### src/rtl/joy_shift_reader.sv
// joy_shift_reader
// Reads two 6-button joysticks through an external 16-bit 74HC165 chain.
// Each frame parallel-loads the chain, clocks out 16 bits (MSB first),
// decodes them and publishes the result only after two identical frames in a row.
//
// Ports:
//   clk        - system clock, all logic on the rising edge
//   rst        - asynchronous active-high reset
//   joy_data   - serial data from the chain (asynchronous, synchronized here)
//   joy_clk    - shift clock to the chain (registered)
//   joy_load_n - active-low parallel-load strobe to the chain (registered)
//   joy1/joy2  - {up,down,left,right,fire1,fire2}, active-high
//   frame_done - one-clk pulse at the end of each frame
//   joy_update - one-clk pulse when joy1/joy2 change
module joy_shift_reader #(
    parameter int CLKDIV = 8,   // clk cycles per tick, 2..255
    parameter int GAP    = 4    // idle ticks between frames, 1..255
) (
    input  logic       clk,
    input  logic       rst,
    input  logic       joy_data,
    output logic       joy_clk,
    output logic       joy_load_n,
    output logic [5:0] joy1,
    output logic [5:0] joy2,
    output logic       frame_done,
    output logic       joy_update
);

    typedef enum logic [2:0] {
        S_LOAD,
        S_SHIFT_LO,
        S_SHIFT_HI,
        S_LATCH,
        S_WAIT
    } state_t;

    state_t      r_state;
    state_t      w_next;
    logic [7:0]  r_presc;
    logic        w_tick;
    logic [1:0]  r_sync;
    logic [3:0]  r_bitcnt;
    logic [7:0]  r_waitcnt;
    logic [15:0] r_sh;
    logic [11:0] r_prev_raw;
    logic [11:0] r_joy;
    logic [11:0] w_raw;
    logic        r_joy_clk;
    logic        r_joy_load_n;
    logic        r_frame_done;
    logic        r_joy_update;

    assign w_tick = (r_presc == 8'(CLKDIV - 1));

    // Buttons pull chain inputs low; bits 9:8 and 1:0 are unused chain inputs.
    assign w_raw = {~r_sh[15:10], ~r_sh[7:2]};

    always_comb begin
        w_next = r_state;
        case (r_state)
            // joy_load_n still high means the strobe has not been driven yet
            // (first tick after reset): spend one full tick in LOAD first.
            S_LOAD:     w_next = r_joy_load_n ? S_LOAD : S_SHIFT_LO;
            S_SHIFT_LO: w_next = S_SHIFT_HI;
            S_SHIFT_HI: w_next = (r_bitcnt == 4'd15) ? S_LATCH : S_SHIFT_LO;
            S_LATCH:    w_next = S_WAIT;
            S_WAIT:     w_next = (r_waitcnt == 8'(GAP - 1)) ? S_LOAD : S_WAIT;
            default:    w_next = S_LOAD;
        endcase
    end

    always_ff @(posedge clk or posedge rst) begin
        if (rst) begin
            r_state      <= S_LOAD;
            r_presc      <= '0;
            r_sync       <= 2'b11;
            r_bitcnt     <= '0;
            r_waitcnt    <= '0;
            r_sh         <= 16'hFFFF;
            r_prev_raw   <= '0;
            r_joy        <= '0;
            r_joy_clk    <= 1'b0;
            r_joy_load_n <= 1'b1;
            r_frame_done <= 1'b0;
            r_joy_update <= 1'b0;
        end else begin
            r_sync       <= {r_sync[0], joy_data};
            r_presc      <= w_tick ? 8'd0 : r_presc + 8'd1;
            r_frame_done <= 1'b0;
            r_joy_update <= 1'b0;
            if (w_tick) begin
                r_state      <= w_next;
                // Pins follow the state being entered, so they hold a full tick.
                r_joy_load_n <= (w_next != S_LOAD);
                r_joy_clk    <= (w_next == S_SHIFT_HI);
                case (r_state)
                    S_LOAD:     r_bitcnt <= '0;
                    S_SHIFT_LO: r_sh <= {r_sh[14:0], r_sync[1]};
                    S_SHIFT_HI: r_bitcnt <= r_bitcnt + 4'd1;
                    S_LATCH: begin
                        r_frame_done <= 1'b1;
                        r_prev_raw   <= w_raw;
                        r_waitcnt    <= '0;
                        // Debounce: publish only a value seen in two consecutive frames.
                        if (w_raw == r_prev_raw && w_raw != r_joy) begin
                            r_joy        <= w_raw;
                            r_joy_update <= 1'b1;
                        end
                    end
                    S_WAIT:     r_waitcnt <= r_waitcnt + 8'd1;
                    default:    r_bitcnt <= '0;
                endcase
            end
        end
    end

    assign joy_clk    = r_joy_clk;
    assign joy_load_n = r_joy_load_n;
    assign joy1       = r_joy[11:6];
    assign joy2       = r_joy[5:0];
    assign frame_done = r_frame_done;
    assign joy_update = r_joy_update;

endmodule

### config.mk
export PLATFORM = sky130hd
export DESIGN_NAME = joy_shift_reader
export DESIGN_NICKNAME = d
export VERILOG_FILES = /design/src/rtl/joy_shift_reader.sv
export SDC_FILE = /design/constraint.sdc
export NUM_CORES = 1
export LEC_CHECK = 0
export BUFFER_PORTS_ARGS = -buffer_cell sky130_fd_sc_hd__buf_2
export CORE_MARGIN = 1
export CORE_UTILIZATION = 54
export CTS_CLUSTER_SIZE = 30
export DETAILED_ROUTE_END_ITERATION = 8
export HOLD_SLACK_MARGIN = 0.1
export PLACE_DENSITY = 0.75
export SLEW_MARGIN = 40
export SYNTH_ARGS = -nofsm -noshare
export SYNTH_HDL_FRONTEND = slang
export SYNTH_SLANG_ARGS = --single-unit
### constraint.sdc
create_clock -name clk -period 2.2 [get_ports clk]
set_input_delay 0 -clock clk [delete_from_list [all_inputs] [get_ports clk]]
set_output_delay 0 -clock clk [all_outputs]
set_load 0.03 [all_outputs]
==> impl_table.tex <==
\begin{tabular}{lr}
\hline
Metric & Value \\
\hline
\multicolumn{2}{l}{\textbf{Run status}} \\
\quad Run status & finished clean \\
\multicolumn{2}{l}{\textbf{Power and ir drop}} \\
\quad Leak Pwr & 1.77 nW \\
\quad Total chip power & 0.00250 W \\
\quad Peak ir drop on the vdd network & 433 µV \\
\quad PwrDens & 694 nW/µm² \\
\multicolumn{2}{l}{\textbf{Synthesis}} \\
\quad Warnings from Yosys & 0 \\
\quad Cell types occupying the most area after synthesis & sky130\_fd\_sc\_hd\_\_dfrtp\_1 40\%, sky130\_fd\_sc\_hd\_\_dfstp\_2 16\%, sky130\_fd\_sc\_hd\_\_mux2\_2 5.8\%, sky130\_fd\_sc\_hd\_\_xnor2\_1 4.8\%, sky130\_fd\_sc\_hd\_\_xor2\_1 4.8\% \\
\quad Simple-gate share of the synthesized area & between 10\% and 20\% \\
\quad Syn Nets & 286 \\
\quad Count of different cell masters after synthesis & 37 \\
\quad Top post-synthesis cells by count & 50 x sky130\_fd\_sc\_hd\_\_dfrtp\_1, 27 x sky130\_fd\_sc\_hd\_\_nand2\_1, 24 x sky130\_fd\_sc\_hd\_\_o21ai\_0 \\
\quad Largest area contributor in the netlist & sky130\_fd\_sc\_hd\_\_dfrtp\_1 \\
\quad Number of instances in the synthesized netlist & 280 \\
\quad Cell Area, Synth & $\sim$3100 µm² \\
\quad Parity-gate share of the synthesized area counting xor and xnor cells & a little under a tenth \\
\quad Most frequent cell after synthesis & sky130\_fd\_sc\_hd\_\_dfrtp\_1 \\
\quad Seq/Total Area, Yosys & 56.2\% \\
\quad Share of cell area taken by muxes after synthesis & under 10\% \\
\quad Combinational family with the most area after synthesis & simple AND/OR/NAND/NOR gates \\
\quad Fraction of registers with async set or reset after synthesis & 100\% \\
\quad Share of the synthesized area in the top cell type & 40.2\% \\
\quad Synth Register Bits & 69 \\
\quad Share of synthesized cell area in full adder, half adder and majority cells & 1.20\% \\
\quad Fraction of the mapped netlist area in compound gates & 6.87\% \\
\quad Number of enable-type register cells in the synthesized netlist & 0 \\
\quad Syn\_area\_per\_cell & between 10 and 15 µm² \\
\quad Most used DFF post-synth & sky130\_fd\_sc\_hd\_\_dfrtp\_1 \\
\multicolumn{2}{l}{\textbf{GRT}} \\
\quad Initial antenna violation count & 0 \\
\quad Via count of the first global-routing pass & 2,000 \\
\quad Layer with the highest usage & met2 \\
\quad Global Route met3 Usage & 4.59\% \\
\quad Pin count of the biggest net entering global routing & 46 \\
\quad Overall fraction of global-route tracks in use & approximately a fifth \\
\quad Grt total ovfl & 0 \\
\quad Met1 Use GR & 27.2\% \\
\quad Global-route wire length before repair & 9580 µm \\
\quad Met2 Resource Use GR & $\sim$32\% \\
\multicolumn{2}{l}{\textbf{Routing}} \\
\quad Total length of routed wires & 5560 µm \\
\quad Detailed Route Iter0 Violations & 146 \\
\quad Total number of vias & 2,050 \\
\quad Routed length per instance & 14.3 µm \\
\quad DR pass1 iterations & 4 \\
\quad Vias/cell & 5.27 \\
\quad Post-route DRC & 0 \\
\quad Post-route antenna net violation count & 0 \\
\multicolumn{2}{l}{\textbf{Die}} \\
\quad Die width & roughly 78 µm \\
\quad Die span in y & 78.0 µm \\
\quad Starting density of the core & 56.2\% \\
\quad Std cell rows & 27 \\
\quad Die area & 6080 µm² \\
\quad Area inside the core boundary & 5540 µm² \\
\quad Number of placed I/O pins & 19 \\
\multicolumn{2}{l}{\textbf{STA}} \\
\quad Setup clock skew after layout & 0.0104 ns \\
\quad Slew of the pin with the lowest slew margin & 0.675 ns \\
\quad Timing-limited maximum frequency & 0.474 GHz \\
\quad Minimum clock period & 2.11 ns \\
\quad Final period utilization & 95.9\% \\
\quad Number of pins exceeding their max-slew limit in the final report & 0 \\
\quad Slew headroom & 54.8\% \\
\quad Total count of hold-check failures in the final report & 0 \\
\quad Total setup violations reported at the end of the flow & 0 \\
\multicolumn{2}{l}{\textbf{Placement}} \\
\quad Placed Cells & 371 \\
\quad Placer's final routability congestion estimate & around 0.75 \\
\quad Port-buffer cells & 18 \\
\quad Half-perimeter wire length after placement & 3680 µm \\
\multicolumn{2}{l}{\textbf{Final layout}} \\
\quad Final nets & 318 \\
\quad Fraction of layout cells with a size suffix above 1 & 27.4\% \\
\quad Synthesis-to-finish area growth & 15.7\% \\
\quad Post-route non-filler standard cell count & between 300 and 400 \\
\quad Filler Cell Count & 439 \\
\quad Antenna fix cells & 0 \\
\quad Post-Route Utilization & between 60\% and 70\% \\
\multicolumn{2}{l}{\textbf{Worst setup path}} \\
\quad Delay of the slowest cell on the worst path & 0.53 ns \\
\quad Highest net fanout along the worst path & 12 \\
\quad Kind of cell adding the most delay to the critical path & simple AND/OR/NAND/NOR gates \\
\quad Arrival time worst endpoint & roughly 2.4 ns \\
\quad Type of the worst setup path & register to register \\
\quad Total number of cells along the worst setup path & 7 \\
\quad Worst Reg-to-Reg Cells & 7 \\
\quad Critical path's slowest cell & sky130\_fd\_sc\_hd\_\_or4\_1 \\
\quad CP startpoint kind & register \\
\quad CP cell instances & ha\_2 -> and4bb\_2 -> and2\_2 -> nand2\_2 -> or4\_1 -> buf\_4 -> mux2i\_1 \\
\quad Worst Path Buf+Inv & 1 \\
\quad Data required time at the worst endpoint & 2.47 ns \\
\quad Worst Setup End Kind & register \\
\multicolumn{2}{l}{\textbf{Clocking}} \\
\quad Number of setup buffers added after CTS & 0 \\
\quad Clock net sink count & 69 \\
\quad Reg clk slew, reported paths & approximately 0.08 ns \\
\quad Clock insertion delay at the later pin of the skew report & 0.35 ns \\
\quad Total CTS buffers & 9 \\
\quad Root Driver & sky130\_fd\_sc\_hd\_\_clkbuf\_8 \\
\quad H-tree levels & 3 \\
\quad Clock tree from TritonCTS & done \\
\quad Clock Path Buffers & 2 \\
\multicolumn{2}{l}{\textbf{Job}} \\
\quad Max Cap Viol & 0 \\
\multicolumn{2}{l}{\textbf{Min path}} \\
\quad Kind of path behind the tightest hold check & input port to asynchronous set/reset pin \\
\hline
\end{tabular}
kinds of logic (layout without fill, tap and decap cells):
| logic type | after synthesis | count (layout) |
|---|---|---|
| adder cells (fa/ha/maj) | 3 | 3 |
| flip-flops | 69 | 69 |
| AND/OR/NAND/NOR | 78 | 78 |
| AO/OA/AOI/OAI | 38 | 38 |
| buffers and inverters | 29 | 66 |
| XOR/XNOR | 34 | 34 |
| multiplexers | 29 | 29 |
sequential cells by signal (all words and copies together), names as in the netlist, 2 cells and up:
name and flops:
r_sh 16, r_joy 12, r_prev_raw 12, r_presc 8, r_waitcnt 8, r_bitcnt 4
r_state 3, r_sync 2
cell type report:
type / instances / area (µm²) / area share, %
sequential: 69 / 1750 / 48.6
multi-input combinational: 182 / 1250 / 34.8
timing repair buffer: 31 / 205 / 5.69
inverter: 19 / 71.3 / 1.98
clock buffer: 11 / 151 / 4.20
clock inverter: 5 / 81.3 / 2.26
tap: 72 / 90.1 / 2.50
path summary, 6_finish.rpt:
kind	endpoint	slack, ns	startpoint
max	r_joy[10]	0.09	r_presc[0]
min	r_presc[6]	0.25	rst
max reg2reg	r_joy[10]	0.09	r_presc[0]
min reg2reg	r_sync[1]	0.36	r_sync[0]
max in group asynchronous	r_sh[8]	1.28	rst
min in group clk	r_sync[0]	0.29	joy_data
layer usage:
metal / up-vias / share of wire (%)
met2: 35 / 47
li1: 1014 / -
met3: 11 / 3.6
met5: - / 0
met4: 0 / 2.2
met1: 990 / 47
timing repair:
item | CTS | global route
hold buffers | 2 | 0
hold endpoints to repair | 25 | 0
gates resized for setup | 0 | 2
setup endpoints to repair | 0 | 3
through the flow:
step	hold slack, ns	TNS, ns	setup slack [ns]	area [µm²]
after floorplan	0.00448	0	0.107	3120
after global placement	0.0747	0	0.187	3340
after detailed placement	0.0750	0	0.0868	3340
after CTS	0.258	0	0.0831	3600
after global routing	0.289	-0.0300	-0.0172	3600
final	0.246	0	0.0900	3600
layout by cell type (no fill, tap or decap), types with 2 or more instances in the layout:
cell                            instances
sky130_fd_sc_hd__dfrtp_1               50
sky130_fd_sc_hd__or3_1                  3
sky130_fd_sc_hd__clkbuf_8              11
sky130_fd_sc_hd__xnor2_1               17
sky130_fd_sc_hd__nor4_1                 5
sky130_fd_sc_hd__dlygate4sd3_1          2
sky130_fd_sc_hd__bufinv_16              2
sky130_fd_sc_hd__nor2b_1                2
sky130_fd_sc_hd__nor2_1                12
sky130_fd_sc_hd__dfstp_2               19
sky130_fd_sc_hd__mux2_2                16
sky130_fd_sc_hd__nor3_1                 7
sky130_fd_sc_hd__nand4_1                5
sky130_fd_sc_hd__nand2_1               27
sky130_fd_sc_hd__a22oi_1                3
sky130_fd_sc_hd__nand3_1                6
sky130_fd_sc_hd__ha_1                   2
sky130_fd_sc_hd__xor2_1                17
sky130_fd_sc_hd__buf_2                 18
sky130_fd_sc_hd__and3_1                 2
sky130_fd_sc_hd__a21oi_1                6
sky130_fd_sc_hd__buf_4                 10
sky130_fd_sc_hd__inv_1                 18
sky130_fd_sc_hd__mux2i_1               13
sky130_fd_sc_hd__o21ai_0               24
worst min-delay path: cells and delay by family:
kind / cells / cell delay (ns)
buffers and inverters: 3 / 1.05
where the power goes:
| group | internal [W] | switching (W) |
|---|---|---|
| clock | 0.000702 | 0.000484 |
| sequential | 0.00128 | 0.00000296 |
| combinational | 0.0000103 | 0.0000266 |
| total | 0.00199 | 0.000513 |
(Power assumes the default switching activity.)
